**src/rtl/dac_fmt_pkg.sv**
```systemverilog
// Shared types and helpers for the axis_dac_formatter slice: shift FSM states,
// default scaler, and the saturate/offset-binary helper used by dac_fmt_sat.
package dac_fmt_pkg;

    typedef enum logic [0:0] {
        IDLE   = 1'b0,
        IN_PKT = 1'b1
    } fmt_state_e;

    localparam int DEFAULT_SCALER = 12;

    // Working width of the helper; callers sign-extend into it.
    localparam int SAT_W = 64;

    // Returns {offset-binary code (low dac_width bits valid, rest 0), sat_hit}.
    function automatic logic [SAT_W:0] sat_offset(input logic signed [SAT_W-1:0] value,
                                                  input int dac_width);
        logic signed [SAT_W-1:0] max_v;
        logic signed [SAT_W-1:0] min_v;
        logic signed [SAT_W-1:0] sat_v;
        logic [SAT_W-1:0]        msb_v;
        logic [SAT_W-1:0]        mask_v;
        logic                    hit_v;
        max_v = (64'sd1 <<< (dac_width - 1)) - 64'sd1;
        min_v = -(64'sd1 <<< (dac_width - 1));
        if (value > max_v) begin
            sat_v = max_v;
            hit_v = 1'b1;
        end else if (value < min_v) begin
            sat_v = min_v;
            hit_v = 1'b1;
        end else begin
            sat_v = value;
            hit_v = 1'b0;
        end
        msb_v  = 64'd1 << (dac_width - 1);
        mask_v = (64'd1 << dac_width) - 64'd1;
        return {(sat_v ^ msb_v) & mask_v, hit_v};
    endfunction

endpackage

```
**src/rtl/dac_fmt_sat.sv**
```systemverilog
// Combinational saturate-to-DAC_WIDTH and two's-complement to offset-binary
// conversion; the code is zero-extended to OUT_WIDTH.
module dac_fmt_sat
    import dac_fmt_pkg::*;
#(
    parameter int IN_W      = 33,
    parameter int DAC_WIDTH = 8,
    parameter int OUT_WIDTH = 32
) (
    input  logic signed [IN_W-1:0]      value,
    output logic        [OUT_WIDTH-1:0] code,
    output logic                        sat_hit
);

    logic [SAT_W:0] res_s;

    assign res_s   = sat_offset(SAT_W'(value), DAC_WIDTH);
    assign code    = OUT_WIDTH'(res_s[SAT_W:1]);
    assign sat_hit = res_s[0];

endmodule

```
**src/rtl/axis_dac_formatter.sv**
```systemverilog
// AXI-Stream sample-to-DAC formatter: scale/round, saturate, offset-binary, 2-stage
// registered pipeline. Optional sat_count port enabled by DAC_FMT_SAT_COUNT_EN.
module axis_dac_formatter
    import dac_fmt_pkg::*;
#(
    parameter int IN_WIDTH    = 32,
    parameter int OUT_WIDTH   = 32,
    parameter int DAC_WIDTH   = 8,
    parameter int SCALER      = DEFAULT_SCALER,
    parameter int SHIFT_WIDTH = 4
) (
    input  logic                     s00_axis_aclk,
    input  logic                     s00_axis_aresetn,
    input  logic [IN_WIDTH-1:0]      s00_axis_tdata,
    input  logic                     s00_axis_tvalid,
    input  logic                     s00_axis_tlast,
    output logic                     s00_axis_tready,
    output logic [OUT_WIDTH-1:0]     m00_axis_tdata,
    output logic                     m00_axis_tvalid,
    output logic                     m00_axis_tlast,
    output logic [OUT_WIDTH/8-1:0]   m00_axis_tstrb,
    input  logic                     m00_axis_tready,
    input  logic [SHIFT_WIDTH-1:0]   shift,
    input  logic                     round_en,
    output logic                     sat_flag,
    input  logic                     sat_clear
`ifdef DAC_FMT_SAT_COUNT_EN
    ,
    output logic [15:0]              sat_count
`endif
);

    logic                   en1_s, en2_s, accept_s, load2_s;
    logic                   v1_r, l1_r, v2_r;
    logic signed [IN_WIDTH:0] d1_r;
    fmt_state_e             state_r, state_nxt_s;
    logic [SHIFT_WIDTH-1:0] shift_r, shift_eff_s;
    logic                   shift_load_s;
    logic [7:0]             n_sum_s, n_s;
    logic signed [IN_WIDTH:0] ext_s, rnd_s, shifted_s;
    logic [OUT_WIDTH-1:0]   code_s;
    logic                   hit_s;

    assign en2_s           = ~v2_r | m00_axis_tready;
    assign en1_s           = ~v1_r | en2_s;
    assign s00_axis_tready = en1_s;
    assign accept_s        = s00_axis_tvalid & en1_s;
    assign load2_s         = en2_s & v1_r;
    assign m00_axis_tvalid = v2_r;
    assign m00_axis_tstrb  = {(OUT_WIDTH/8){1'b1}};

    // FSM state register
    always_ff @(posedge s00_axis_aclk or negedge s00_axis_aresetn) begin
        if (!s00_axis_aresetn) state_r <= IDLE;
        else                   state_r <= state_nxt_s;
    end

    // FSM next state: packet boundaries are tracked on accepted beats only
    always_comb begin
        state_nxt_s = state_r;
        case (state_r)
            IDLE:    if (accept_s && !s00_axis_tlast) state_nxt_s = IN_PKT;
                     else                             state_nxt_s = IDLE;
            IN_PKT:  if (accept_s && s00_axis_tlast)  state_nxt_s = IDLE;
                     else                             state_nxt_s = IN_PKT;
            default: state_nxt_s = IDLE;
        endcase
    end

    // FSM outputs: shift tracks the input only between packets
    always_comb begin
        shift_load_s = 1'b0;
        if (state_r == IDLE) shift_load_s = 1'b1;
        else                 shift_load_s = 1'b0;
    end

    // Held shift value for the current packet
    always_ff @(posedge s00_axis_aclk or negedge s00_axis_aresetn) begin
        if (!s00_axis_aresetn) shift_r <= '0;
        else if (shift_load_s) shift_r <= shift;
        else                   shift_r <= shift_r;
    end

    // Stage 1 datapath: the first beat of a packet sees the live shift it is latched with
    always_comb begin
        shift_eff_s = shift_r;
        if (shift_load_s) shift_eff_s = shift;
        else              shift_eff_s = shift_r;
        n_sum_s = 8'(SCALER) + 8'(shift_eff_s);
        if (n_sum_s > 8'(IN_WIDTH - 1)) n_s = 8'(IN_WIDTH - 1);
        else                            n_s = n_sum_s;
        ext_s = {s00_axis_tdata[IN_WIDTH-1], s00_axis_tdata};
        if (round_en && (n_s != 8'd0)) rnd_s = ext_s + ((IN_WIDTH + 1)'(1'b1) << (n_s - 8'd1));
        else                           rnd_s = ext_s;
        shifted_s = rnd_s >>> n_s;
    end

    // Stage 1 register
    always_ff @(posedge s00_axis_aclk or negedge s00_axis_aresetn) begin
        if (!s00_axis_aresetn) begin
            v1_r <= 1'b0;
            d1_r <= '0;
            l1_r <= 1'b0;
        end else if (en1_s) begin
            v1_r <= s00_axis_tvalid;
            if (s00_axis_tvalid) begin
                d1_r <= shifted_s;
                l1_r <= s00_axis_tlast;
            end
        end
    end

    dac_fmt_sat #(
        .IN_W      (IN_WIDTH + 1),
        .DAC_WIDTH (DAC_WIDTH),
        .OUT_WIDTH (OUT_WIDTH)
    ) u_sat (
        .value   (d1_r),
        .code    (code_s),
        .sat_hit (hit_s)
    );

`ifdef DAC_FMT_SAT_COUNT_EN
    logic hit2_r;
    logic inc_s;
    assign inc_s = v2_r & m00_axis_tready & hit2_r;

    // Saturated-beat counter, counted on output handshake
    always_ff @(posedge s00_axis_aclk or negedge s00_axis_aresetn) begin
        if (!s00_axis_aresetn)              sat_count <= 16'd0;
        else if (sat_clear && inc_s)        sat_count <= 16'd1;
        else if (sat_clear)                 sat_count <= 16'd0;
        else if (inc_s && (sat_count != 16'hFFFF)) sat_count <= sat_count + 16'd1;
    end

    // Saturation tag travelling with the stage 2 beat
    always_ff @(posedge s00_axis_aclk or negedge s00_axis_aresetn) begin
        if (!s00_axis_aresetn)  hit2_r <= 1'b0;
        else if (load2_s)       hit2_r <= hit_s;
    end
`endif

    // Stage 2 register, doubling as the output register
    always_ff @(posedge s00_axis_aclk or negedge s00_axis_aresetn) begin
        if (!s00_axis_aresetn) begin
            v2_r           <= 1'b0;
            m00_axis_tdata <= '0;
            m00_axis_tlast <= 1'b0;
        end else if (en2_s) begin
            v2_r <= v1_r;
            if (v1_r) begin
                m00_axis_tdata <= code_s;
                m00_axis_tlast <= l1_r;
            end
        end
    end

    // Sticky saturation flag; a new saturation outranks a clear
    always_ff @(posedge s00_axis_aclk or negedge s00_axis_aresetn) begin
        if (!s00_axis_aresetn)      sat_flag <= 1'b0;
        else if (load2_s && hit_s)  sat_flag <= 1'b1;
        else if (sat_clear)         sat_flag <= 1'b0;
    end

endmodule
```
**config.mk**
```make
export PLATFORM = sky130hd
export DESIGN_NAME = axis_dac_formatter
export DESIGN_NICKNAME = d
export VERILOG_FILES = /design/src/rtl/dac_fmt_pkg.sv /design/src/rtl/dac_fmt_sat.sv /design/src/rtl/axis_dac_formatter.sv
export SDC_FILE = /design/constraint.sdc
export NUM_CORES = 1
export LEC_CHECK = 0
export ABC_AREA = 1
export CAP_MARGIN = 20
export CELL_PAD_IN_SITES_DETAIL_PLACEMENT = 0
export CELL_PAD_IN_SITES_GLOBAL_PLACEMENT = 2
export CORE_MARGIN = 4
export CORE_UTILIZATION = 34
export DETAILED_ROUTE_END_ITERATION = 8
export PLACE_DENSITY = 0.95
export SLEW_MARGIN = 20
export SYNTH_ARGS = -nofsm -noshare
export SYNTH_HDL_FRONTEND = slang
export SYNTH_HIERARCHICAL = 1
export SYNTH_SLANG_ARGS = --single-unit
```
**constraint.sdc**
```tcl
create_clock -name s00_axis_aclk -period 8.2 [get_ports s00_axis_aclk]
set_input_delay 0.82 -clock s00_axis_aclk [delete_from_list [all_inputs] [get_ports s00_axis_aclk]]
set_output_delay 0.82 -clock s00_axis_aclk [all_outputs]
set_load 0.005 [all_outputs]
```
======== Word level (Yosys, flattened, before mapping) ========
Cells that the tools add are included.
cells by class
  $add $sub $neg .......................... 3
  $lt $le $gt $ge ......................... 3
  shift-type cells ........................ 2
  muxes and demuxes ....................... 12
  bitwise gates (word level) .............. 8
  reduce and logical (&&, ||, !) cells .... 9
operators by type and width
  kind                    number
  $add A33 B33 Y33        1
  $gt A33 B8 Y1 const B   1
  $lt A33 B8 Y1 const B   1
  $mux W33                1
  $shl A1 B8 Y33 const A  1
  $sshr A33 B8 Y33        1
  $mux W8                 2
  $reduce_bool A8 Y1      1
  $sub A8 B1 Y8 const B   1
  $mux W1                 6
  $add A4 B4 Y5 const A   1
  $gt A5 B5 Y1 const B    1
  $mux W5                 1
  $logic_and A1 B1 Y1     4
  $mux W4                 1
  $not A1 Y1              4
  $reduce_and A2 Y1       2
  $and A1 B1 Y1           2
  $or A1 B1 Y1            2
  $pmux W1 S2             1
  $reduce_bool A2 Y1      1
  $logic_not A1 Y1        1
word-level totals
  bits in registers ....................... 51
  output and inout port bits .............. 40
  logic and storage cells ................. 46

======== Longest topological paths before layout ========
Gate-level depths: netlist (run 1).
  depth after elaboration ................. 9
  depth in mapped cells ................... 37
  depth with buffers taken out ............ 36

======== Hierarchy ========
Netlist (run 1), hierarchy kept.
modules (own cells, without submodules)
  module              instances  cells an instance  area each (sq um)  seq. area each (sq um)
  axis_dac_formatter  1          1353               7965.1             1876.8
  dac_fmt_sat         1          114                549.3              0.0

======== Worst setup path before layout (run 1) ========
Ideal clock, no wire load.
  path type ............................... input -> register
  start ................................... in shift[2]
  end ..................................... reg d1_r[21]
  setup time .............................. 124 ps
  arrival time ............................ 4653 ps
  required time ........................... 8076 ps
  path slack .............................. 3424 ps
  stages on the path ...................... 28
  path buffers ............................ 5
  path through ............................ inv_1 o21ai_2 inv_1 buf_2 buf_1 ha_1 clkbuf_1 nand2_1 inv_1 buf_2 nand3_1 nor2_1 ha_1 fa_1 nand3_1 nand3_1 nand2_1 nand2_1 nand2_1 nand2_1 nand2_1 nand2_1 nand2_1 nand2_1 nand2_1 a21oi_1 buf_2 a21oi_1
on the way
  longest elaborated chain between the ends .. 9
ends and longest elaborated chain
  element               line                       text
  start, declared       axis_dac_formatter.sv:23   input logic [SHIFT_WIDTH-1:0] shift,
  $mux W4 *             axis_dac_formatter.sv:87   if (shift_load_s) shift_eff_s = shift;
  $add A4 B4 Y5 *       axis_dac_formatter.sv:89   n_sum_s = 8'(SCALER) + 8'(shift_eff_s);
  $gt A5 B5 Y1          axis_dac_formatter.sv:90   if (n_sum_s > 8'(IN_WIDTH - 1)) n_s = 8'(IN_WIDTH - 1);
  $mux W5 *             axis_dac_formatter.sv:90
  $sub A8 B1 Y8         axis_dac_formatter.sv:93   if (round_en && (n_s != 8'd0)) rnd_s = ext_s + ((IN_WIDTH + 1)'(1'b1) << (n_s - 8'd1));
  $shl A1 B8 Y33        axis_dac_formatter.sv:93
  $add A33 B33 Y33      axis_dac_formatter.sv:93
  $mux W33              axis_dac_formatter.sv:93
  $sshr A33 B8 Y33 *    axis_dac_formatter.sv:95   shifted_s = rnd_s >>> n_s;
  end signal, assigned  axis_dac_formatter.sv:107  d1_r <= shifted_s;
  end, declared         axis_dac_formatter.sv:35   logic signed [IN_WIDTH:0] d1_r;
Every way passes the cells marked *; elsewhere a longest branch is shown, timed or not.
A chain may end at the register's enable or synchronous reset.

======== Worst setup path after layout (run 1) ========
  start ................................... in shift[2]
  end ..................................... reg d1_r[4]
The elaborated chain is that of the path after synthesis.

==> flow_summary.toml, run 1 <==
[synthesis]
syn_inst = 1467
yosysSeqAreaShare_pct = 22.0
ys_async_sr_fraction_pct = 100
synthTopCellsByCount = "nand2_1 (525), nand3_1 (268), inv_1 (168)"
syn-cell-area_mm2 = 0.00851
syn_area_per_cell_um2 = 5.80
synth_area_leaders = "nand2_1 (23%), dfrtp_1 (22%), nand3_1 (16%), inv_1 (7.4%), nor2_1 (5.9%)"
synth_top_area_share_pct = 23.1
ys_types = 40
synth-edff-count = 0
yosys_warnings = 6
synthFlopType = "dfrtp_1"
yosysTopAreaCell = "nand2_1"
ys_ff_latch = 75
synth.most_common_cell = "nand2_1"

[clocking]
cts-buffers-inserted = 9
clkTransAtPathRegs_ps = 60
cts_max_level = 3
cts-root-buf = "clkbuf_16"
insertion_delay_ps = 330
cts_hold_buf = 0
clockBufferDepth = 2
cts.sinks = 75
ctsResizeCount = 0
cts_tree = "built"
cts_setup_buffers = 0

[sta]
fin_crit_sh_pct = 71.8
max_freq_mhz = 170
finalHoldViolCount = 0
setup_viol_count_final = 0
slew_violations = 0
tns_ps = 0
tightest_slew_ps = 931
setup_ws_ps = 2320
skew_ps = 7.20
rsz0062_at_grt = "no"
finalCriticalPeriod_ps = 5880
relSlewSlack_pct = 37.9

[critical_path]
worstPathRequired_ps = 8410
worst-setup-path-type = "in2reg"
critPathMaxFanout = 42
slowest_delay_ps = 470
critPathSlowestCell = "inv_2"
cp.arrival_ps = 6090
crit_path_end_kind = "register"
cpMostUsedCell = "nand2_1"
cp-start-kind = "input port"

[drt]
wirelength_mm = 28.6
drt_first_pass_iters = 5
via_count = 9098
routedWlPerCell_um = 15.5
antenna_left = 0
drt_iter0_drc = 787
drc_errors = 0
vias_per_cell = 4.93

[final_layout]
syn_to_final_growth_pct = 14.0
layout-drive-gt1-share_pct = 5.46
antenna-diode-count = 0
multi_input_area_mm2 = 0.00563
seqCellArea_mm2 = 0.00188
nets = 1593
fillers = 2735
utilization_pct = 39.7
final_cell_area_mm2 = 0.00971

[power]
power_density_mw_per_mm2 = 206
ir_drop_mv = 0.113
leakagePower_nw = 5.14

[floorplan]
core_area_mm2 = 0.0245
start_util_pct = 34.8
design.die.area_mm2 = 0.0276
die_w_um = 166
core.rowCount = 57
die_height_um = 166
top_level_ports = 83

[hold_path]
hold_class = "reg2reg"

[global_routing]
grt_pass1_wl_mm = 45.9
gr-usage-all-layers_pct = 20.3
antenna_found_initial = 0
grt_pass1_vias = 8579
grt_max_degree = 76
grt_remaining_overflow = 0

[run_status]
status = "finished, final reports clean"

[placed_design]
place_area_mm2 = 0.00942
routabilityCongestion = 0.897
place_hpwl_mm = 23.3
numPortBuffers = 78
pre_cts_ws_ps = 1890

[flow_run]
drv_cap = 0
[state kept, by name, summed over array words and instances, names as in the netlist, named ones only]
name,cells
d1_r,33
l1_r,1
m00_axis_tdata,32
m00_axis_tlast,1
m00_axis_tvalid,1
sat_flag,1
shift_r,4
v1_r,1
[layout make-up]
cell class	instances	area share (%)
Sequential cell	75	19.3
Clock buffer	9	2.32
Multi-Input combinational cell	1167	58.0
Inverter	172	6.65
Tap cell	324	4.18
Clock inverter	7	0.593
Timing Repair Buffer	90	8.94
[per-stage QoR]
stage               hold slack [ps]  std cells  power, mW
floorplan                       471       1493       1.27
global placement                486       1828       1.63
detailed placement              493       1828       1.63
CTS                             506       1844       2.01
global route                    524       1844       2.18
finish                          504       1844       2.00
[worst paths after layout]
kind	from	endpoint	slack, ps	cells past startpoint
max in group asynchronous	s00_axis_aresetn	d1_r[13]	6960	1
hold / removal	m00_axis_tdata[29]	m00_axis_tdata[29]	500	1
setup / recovery	shift[2]	d1_r[4]	2320	31
setup reg to reg	register	d1_r[4]	2630	30
hold reg to reg	m00_axis_tdata[29]	m00_axis_tdata[29]	500	1
min in group asynchronous	s00_axis_aresetn	m00_axis_tdata[20]	630	1
[kinds of logic (layout without fill, tap and decap cells)]
kind of cell	after synthesis	in the layout	share of synthesized area, %
adders and majority gates	35	35	5.23
other	3	29	0.132
and+or+nand+nor	985	985	49.4
DFF	75	75	22.0
buffers and inverters	251	278	13.0
xor gates and xnor gates	7	7	0.720
muxes	32	32	4.23
AOI/OAI and AO/OA	79	79	5.25
[layer usage]
metal  vias to the layer above  part of all wire, %  routed length [um]  global-route usage (%)
li1                       4737                    -                   -                       -
met1                      4134                   49               14100                    29.5
met2                       210                   45               12800                    32.7
met3                        17                  5.2                1480                    3.33
met4                         0                 0.94                 268                    2.60
met5                         -                    0                   0                       0
[critical path, delay by kind of cell]
kind                       cells  cell delay, ps
buffers and inverters          7            1940
and+or+nand+nor               20            2610
AOI/OAI and AO/OA              3             470
adders and majority gates      1             230
[report_power, final]
group	internal (mW)	switching, mW	leakage, nW
Sequential	0.487	0.0840	0.875
Combinational	0.409	0.652	4.13
Clock	0.209	0.160	0.135
Total	1.11	0.896	5.14
[layout by cell type (no fill, tap or decap), drive strengths merged, types with 3 or more instances in the layout]
master and instances:
or2 15, nor2 136, buf 13, nand3 270, dfrtp 75, conb 29
nand4 21, nor3 3, nand2 533, xor2 6, mux2 32, clkbuf 9
inv 175, clkdlybuf4s50 77, a21oi 50, o211ai 3, nand3b 5, ha 34
o21ai 20
(Power assumes the default switching activity.)
==> run 2: changes to the inputs <==
--- a/config.mk
+++ b/config.mk
@@ -10,9 +10,9 @@
 export CELL_PAD_IN_SITES_DETAIL_PLACEMENT = 0
 export CELL_PAD_IN_SITES_GLOBAL_PLACEMENT = 2
 export CORE_MARGIN = 4
-export CORE_UTILIZATION = 34
+export CORE_UTILIZATION = 28
 export DETAILED_ROUTE_END_ITERATION = 8
-export PLACE_DENSITY = 0.95
+export PLACE_DENSITY = 0.84
 export SLEW_MARGIN = 20
 export SYNTH_ARGS = -nofsm -noshare
 export SYNTH_HDL_FRONTEND = slang
==> constraint.sdc (replaced) <==
create_clock -name s00_axis_aclk -period 5.17 [get_ports s00_axis_aclk]
set_input_delay 0.517 -clock s00_axis_aclk [delete_from_list [all_inputs] [get_ports s00_axis_aclk]]
set_output_delay 0.517 -clock s00_axis_aclk [all_outputs]
set_load 0.005 [all_outputs]
==> run 2 against run 1 <==
Setup slack got worse by 1800 ps. Non-clock buffer count rose by 10. Sequential cell count unchanged. Final area increased by 2.0%. Core utilization is 6.4 points lower. Combinational power is 63% higher. Clock skew decreased by 1.9 ps. First-iteration DRC count decreased by 20%. Largest cell class unchanged. Global-route usage shrank 2.0 points. Largest power group unchanged. Worst hold slack got worse by 170 ps. Critical path depth down 2.
==> flow_summary.toml, run 2 (synthesis results as in run 1) <==
[global_routing]
antenna_found_initial = 1
grt_pass1_wl_mm = 48.7
grt_remaining_overflow = 0
grt_max_degree = 76
gr-usage-all-layers_pct = 18.3
grt_pass1_vias = 8904

[sta]
relSlewSlack_pct = 35.4
skew_ps = 5.28
fin_crit_sh_pct = 89.2
tightest_slew_ps = 969
finalCriticalPeriod_ps = 4610
max_freq_mhz = 217
rsz0062_at_grt = "no"
slew_violations = 0
tns_ps = 0
finalHoldViolCount = 0
setup_viol_count_final = 0

[final_layout]
utilization_pct = 33.2
top_regs = "d1_r (33), m00_axis_tdata (32), shift_r (4)"
seqCellArea_mm2 = 0.00188
multi_input_area_mm2 = 0.00564
regMostFlops = "d1_r"
layout-drive-gt1-share_pct = 6.34
final_common_cell = "nand2_1"
syn_to_final_growth_pct = 16.3
antenna-diode-count = 0
nets = 1603
largest_reg_flops = 33
fillers = 3383
mostFrequentLayoutCells = "nand2_1 (524), nand3_1 (268), inv_1 (168)"

[clocking]
clkTransAtPathRegs_ps = 60
cts-buffers-inserted = 9
insertion_delay_ps = 330
cts.sinks = 75
cts_hold_buf = 0
clockBufferDepth = 2
cts_max_level = 3
cts_tree = "built"
cts-root-buf = "clkbuf_16"

[floorplan]
core_area_mm2 = 0.0298
die_w_um = 182
core.rowCount = 63
design.die.area_mm2 = 0.0333
die_height_um = 182
top_level_ports = 83
start_util_pct = 28.6

[placed_design]
place_hpwl_mm = 24.8
numPortBuffers = 78
routabilityCongestion = 0.887

[critical_path]
cp.arrival_ps = 4840
path_delay_family = "simple AND/OR/NAND/NOR gates"
worstPathRequired_ps = 5400
cpMostUsedCell = "nand2_1"
cp-start-kind = "input port"
crit_buf_inv = 5
critPathSlowestCell = "fa_1"
crit_path_end_kind = "register"
critPathMaxFanout = 40
worst-setup-path-type = "in2reg"
slowest_delay_ps = 460

[power]
power_frac_seq_pct = 27.6
netSwitchingFraction_pct = 44.1
leakagePower_nw = 5.20
power_density_mw_per_mm2 = 331
pwr-share-comb_pct = 52.9
switchingPower_mw = 1.44
ir_drop_mv = 0.140
clkPwrFrac_pct = 19.5
power.internal_mw = 1.83

[drt]
antenna_left = 0
drc_errors = 0
drt_iter0_drc = 628
via_count = 9239
wirelength_mm = 30.5
vias_per_cell = 4.81
routedWlPerCell_um = 15.9
drt_first_pass_iters = 5

[hold_path]
hold_class = "in2async"

[run_status]
status = "finished, final reports clean"

[flow_run]
drv_cap = 0
-- run 2: per-layer routing --
layer / wire [um] / track usage [%] / up-vias
li1: - / - / 4741
met1: 14600 / 25.9 / 4232
met2: 14000 / 29.6 / 221
met3: 1340 / 2.79 / 43
met4: 579 / 4.23 / 2
met5: 8 / 0 / -
-- run 2: cell type report --
class | count | area share (%)
Clock inverter | 6 | 0.720
Inverter | 172 | 6.52
Multi-Input combinational cell | 1167 | 56.9
Sequential cell | 75 | 19.0
Tap cell | 390 | 4.93
Clock buffer | 10 | 2.41
Timing Repair Buffer | 100 | 9.56
-- run 2: power groups by stage --
stage / registers [mW] / logic (mW) / clock network (mW)
5_1_grt: 0.934 / 1.95 / 0.688
3_5_place_dp: 0.919 / 1.72 / 0
4_1_cts: 0.911 / 1.73 / 0.662
3_3_place_gp: 0.914 / 1.72 / 0
2_1_floorplan: 0.889 / 1.12 / 0
6_report: 0.904 / 1.73 / 0.639
-- run 2: path summary, 6_finish.rpt --
| path | from | end | slack (ps) | cells past startpoint |
|---|---|---|---|---|
| worst min-delay path | s00_axis_aresetn | m00_axis_tdata[20] | 330 | 1 |
| worst min register to register | m00_axis_tlast | m00_axis_tlast | 490 | 2 |
| max in group asynchronous | s00_axis_aresetn | async pin | 4190 | 1 |
| worst max-delay path | shift[2] | d1_r[6] | 560 | 29 |
| min in group s00_axis_aclk | m00_axis_tlast | m00_axis_tlast | 490 | 2 |
| worst max register to register | register | d1_r[6] | 620 | 29 |
-- run 2: through the flow --
stage | cell area (um^2) | power, mW | worst slack, ps | hold WS (ps) | std cells
final | 9910 | 3.28 | 560 | 331 | 1920
after global placement | 9560 | 2.63 | 94.9 | 480 | 1902
after global routing | 9910 | 3.57 | 77.4 | 412 | 1920
after detailed placement | 9560 | 2.64 | 67.5 | 492 | 1902
after floorplan | 8610 | 2.01 | 697 | 221 | 1493
after CTS | 9870 | 3.30 | 248 | 360 | 1918
-- run 2: what timing repair did --
item	4_1_cts	5_1_grt
endpoints found under the hold margin	0	0
setup buffers	0	2
resized for setup	0	6
setup endpoints to repair	0	31
-- run 2: worst reg2reg max path: cells and delay by family (launching register included) --
kind | cells | cell delay [ps]
AO/OA/AOI/OAI | 1 | 70
adder cells (fa/ha/maj) | 2 | 730
buffers and inverters | 4 | 930
flip-flops | 1 | 390
AND/OR/NAND/NOR | 22 | 2340
==> run 3: changes to the inputs <==
--- a/config.mk
+++ b/config.mk
@@ -9,8 +9,10 @@
 export CAP_MARGIN = 20
 export CELL_PAD_IN_SITES_DETAIL_PLACEMENT = 0
 export CELL_PAD_IN_SITES_GLOBAL_PLACEMENT = 2
+export CORE_ASPECT_RATIO = 2
 export CORE_MARGIN = 4
 export CORE_UTILIZATION = 28
+export CTS_CLUSTER_SIZE = 24
 export DETAILED_ROUTE_END_ITERATION = 8
 export PLACE_DENSITY = 0.84
 export SLEW_MARGIN = 20
==> run 3 against run 2 <==
Final area up 2.2%. Critical path depth down 2. Critical endpoint is now d1_r[2]. Worst hold slack worse by 240 ps. Core utilization up 0.44 points. Highest routed layer is now met4. First-iteration DRC count down 25%. Sequential share of layout area down 0.41 points. Largest cell class unchanged.
==> flow_summary.toml, run 3 (synthesis results as in run 1) <==
[drt]
antenna_left = 0
wirelength_mm = 34.3
drc_errors = 0
vias_per_cell = 4.94
drt_first_pass_iters = 7
routedWlPerCell_um = 17.8
drt_iter0_drc = 473
via_count = 9524

[sta]
finalHoldViolCount = 0
setup_ws_ps = 361
rsz0062_at_grt = "no"
tightest_slew_ps = 810
skew_ps = 8.16
max_freq_mhz = 208
fin_crit_sh_pct = 93.0
slew_violations = 0
finalCriticalPeriod_ps = 4810
relSlewSlack_pct = 45.6
tns_ps = 0
hold_slack_ps = 89.1
setup_viol_count_final = 0

[power]
pwr-share-comb_pct = 53.0
power.internal_mw = 1.86
total_power_mw = 3.40
netSwitchingFraction_pct = 45.3
ir_drop_mv = 0.188
power_frac_seq_pct = 27.4
clkPwrFrac_pct = 19.5
leakagePower_nw = 5.38
power_density_mw_per_mm2 = 336
switchingPower_mw = 1.54

[final_layout]
syn_to_final_growth_pct = 18.9
fillers = 3448
regMostFlops = "d1_r"
final_common_cell = "nand2_1"
layout-drive-gt1-share_pct = 8.01
finalNonFillerCells = 1929
antenna-diode-count = 0
multi_input_area_mm2 = 0.00563
mostFrequentLayoutCells = "nand2_1 (525), nand3_1 (268), inv_1 (168)"
top_regs = "d1_r (33), m00_axis_tdata (32), shift_r (4)"
nets = 1634
seqCellArea_mm2 = 0.00188
largest_reg_flops = 33

[critical_path]
cpMostUsedCell = "nand2_1"
worst-setup-path-type = "in2reg"
slowest_delay_ps = 450
critPathSlowestCell = "clkdlybuf4s50_1"
crit_path_end_kind = "register"
worstPathRequired_ps = 5410
cp.arrival_ps = 5050
path_delay_family = "simple AND/OR/NAND/NOR gates"
critPathMaxFanout = 8
cp-start-kind = "input port"
crit_buf_inv = 3

[global_routing]
antenna_found_initial = 0
grt_pass1_wl_mm = 52.1
grt_max_degree = 76
grt_pass1_vias = 9621
gr-usage-all-layers_pct = 20.4
grt_remaining_overflow = 0

[clocking]
cts-root-buf = "clkbuf_16"
cts.sinks = 75
clkTransAtPathRegs_ps = 70
clockBufferDepth = 2
cts_hold_buf = 0
cts_tree = "built"
cts-buffers-inserted = 9
cts_max_level = 3
insertion_delay_ps = 350

[floorplan]
die_height_um = 255
die_w_um = 131
design.die.area_mm2 = 0.0334
core.rowCount = 90
core_area_mm2 = 0.0301
start_util_pct = 28.3
top_level_ports = 83

[placed_design]
place_hpwl_mm = 29.3
pre_cts_ws_ps = -99.8
placed_cells = 1912
numPortBuffers = 78
routabilityCongestion = 0.915

[flow_run]
drv_cap = 0

[run_status]
status = "finished, final reports clean"

[hold_path]
hold_class = "in2async"
==> run 3: changes by cell type in the layout (fill, tap and decap cells not counted) <==
cell,delta
buf_4,+31
clkinvlp_4,-2
buf_16,+1
buf_6,-1
clkbuf_8,-1
clkinv_8,+1
ha_1,+1
ha_2,-1
inv_6,+1
inv_8,+1
nand2_1,+1
nand2_2,-1
nor2_1,+1
nor2_2,-1
==> run 3: cell type report <==
| cell class | instances | share of cell area [%] |
|---|---|---|
| multi-input combinational | 1167 | 55.6 |
| sequential | 75 | 18.5 |
| timing repair buffer | 131 | 11.8 |
| inverter | 172 | 6.38 |
| tap | 368 | 4.55 |
| clock buffer | 9 | 2.22 |
| clock inverter | 7 | 0.914 |
==> run 3: final timing paths <==
path / depth (start not counted) / slack, ps / to / startpoint
hold reg to reg: 2 / 490 / m00_axis_tlast / m00_axis_tlast
max in group asynchronous: 2 / 4510 / d1_r[15] / s00_axis_aresetn
min in group s00_axis_aclk: 2 / 490 / m00_axis_tlast / m00_axis_tlast
setup reg to reg: 28 / 380 / d1_r[2] / register
setup / recovery: 27 / 360 / d1_r[2] / shift[2]
hold / removal: 1 / 90 / m00_axis_tdata[12] / s00_axis_aresetn
==> run 3: per-stage QoR <==
stage	cell area, um^2	utilization [%]
4_1_cts	10100	33.6
3_5_place_dp	9780	32.5
6_report	10100	33.7
3_3_place_gp	9780	32.5
5_1_grt	10100	33.7
2_1_floorplan	8610	-
==> run 3: metal layers <==
layer / GRT usage (%) / vias up / share of wire, %
met2: 43.7 / 225 / 59
met3: 1.28 / 85 / 2.1
met1: 16.7 / 4414 / 31
met5: 0 / - / 0
met4: 15.4 / 0 / 7.8
li1: - / 4800 / -
==> run 3: timing repair <==
action                                  CTS  global route
gates resized for setup                   0             2
buffers inserted                          0             0
endpoints found under the setup margin    0            21
==> run 3: power by group through the flow <==
| stage | clock, mW | combinational (mW) | sequential, mW |
|---|---|---|---|
| after floorplan | 0 | 1.12 | 0.889 |
| after global placement | 0 | 1.80 | 0.943 |
| after detailed placement | 0 | 1.80 | 0.949 |
| after CTS | 0.692 | 1.81 | 0.938 |
| after global routing | 0.707 | 1.99 | 0.954 |
| final | 0.664 | 1.80 | 0.932 |
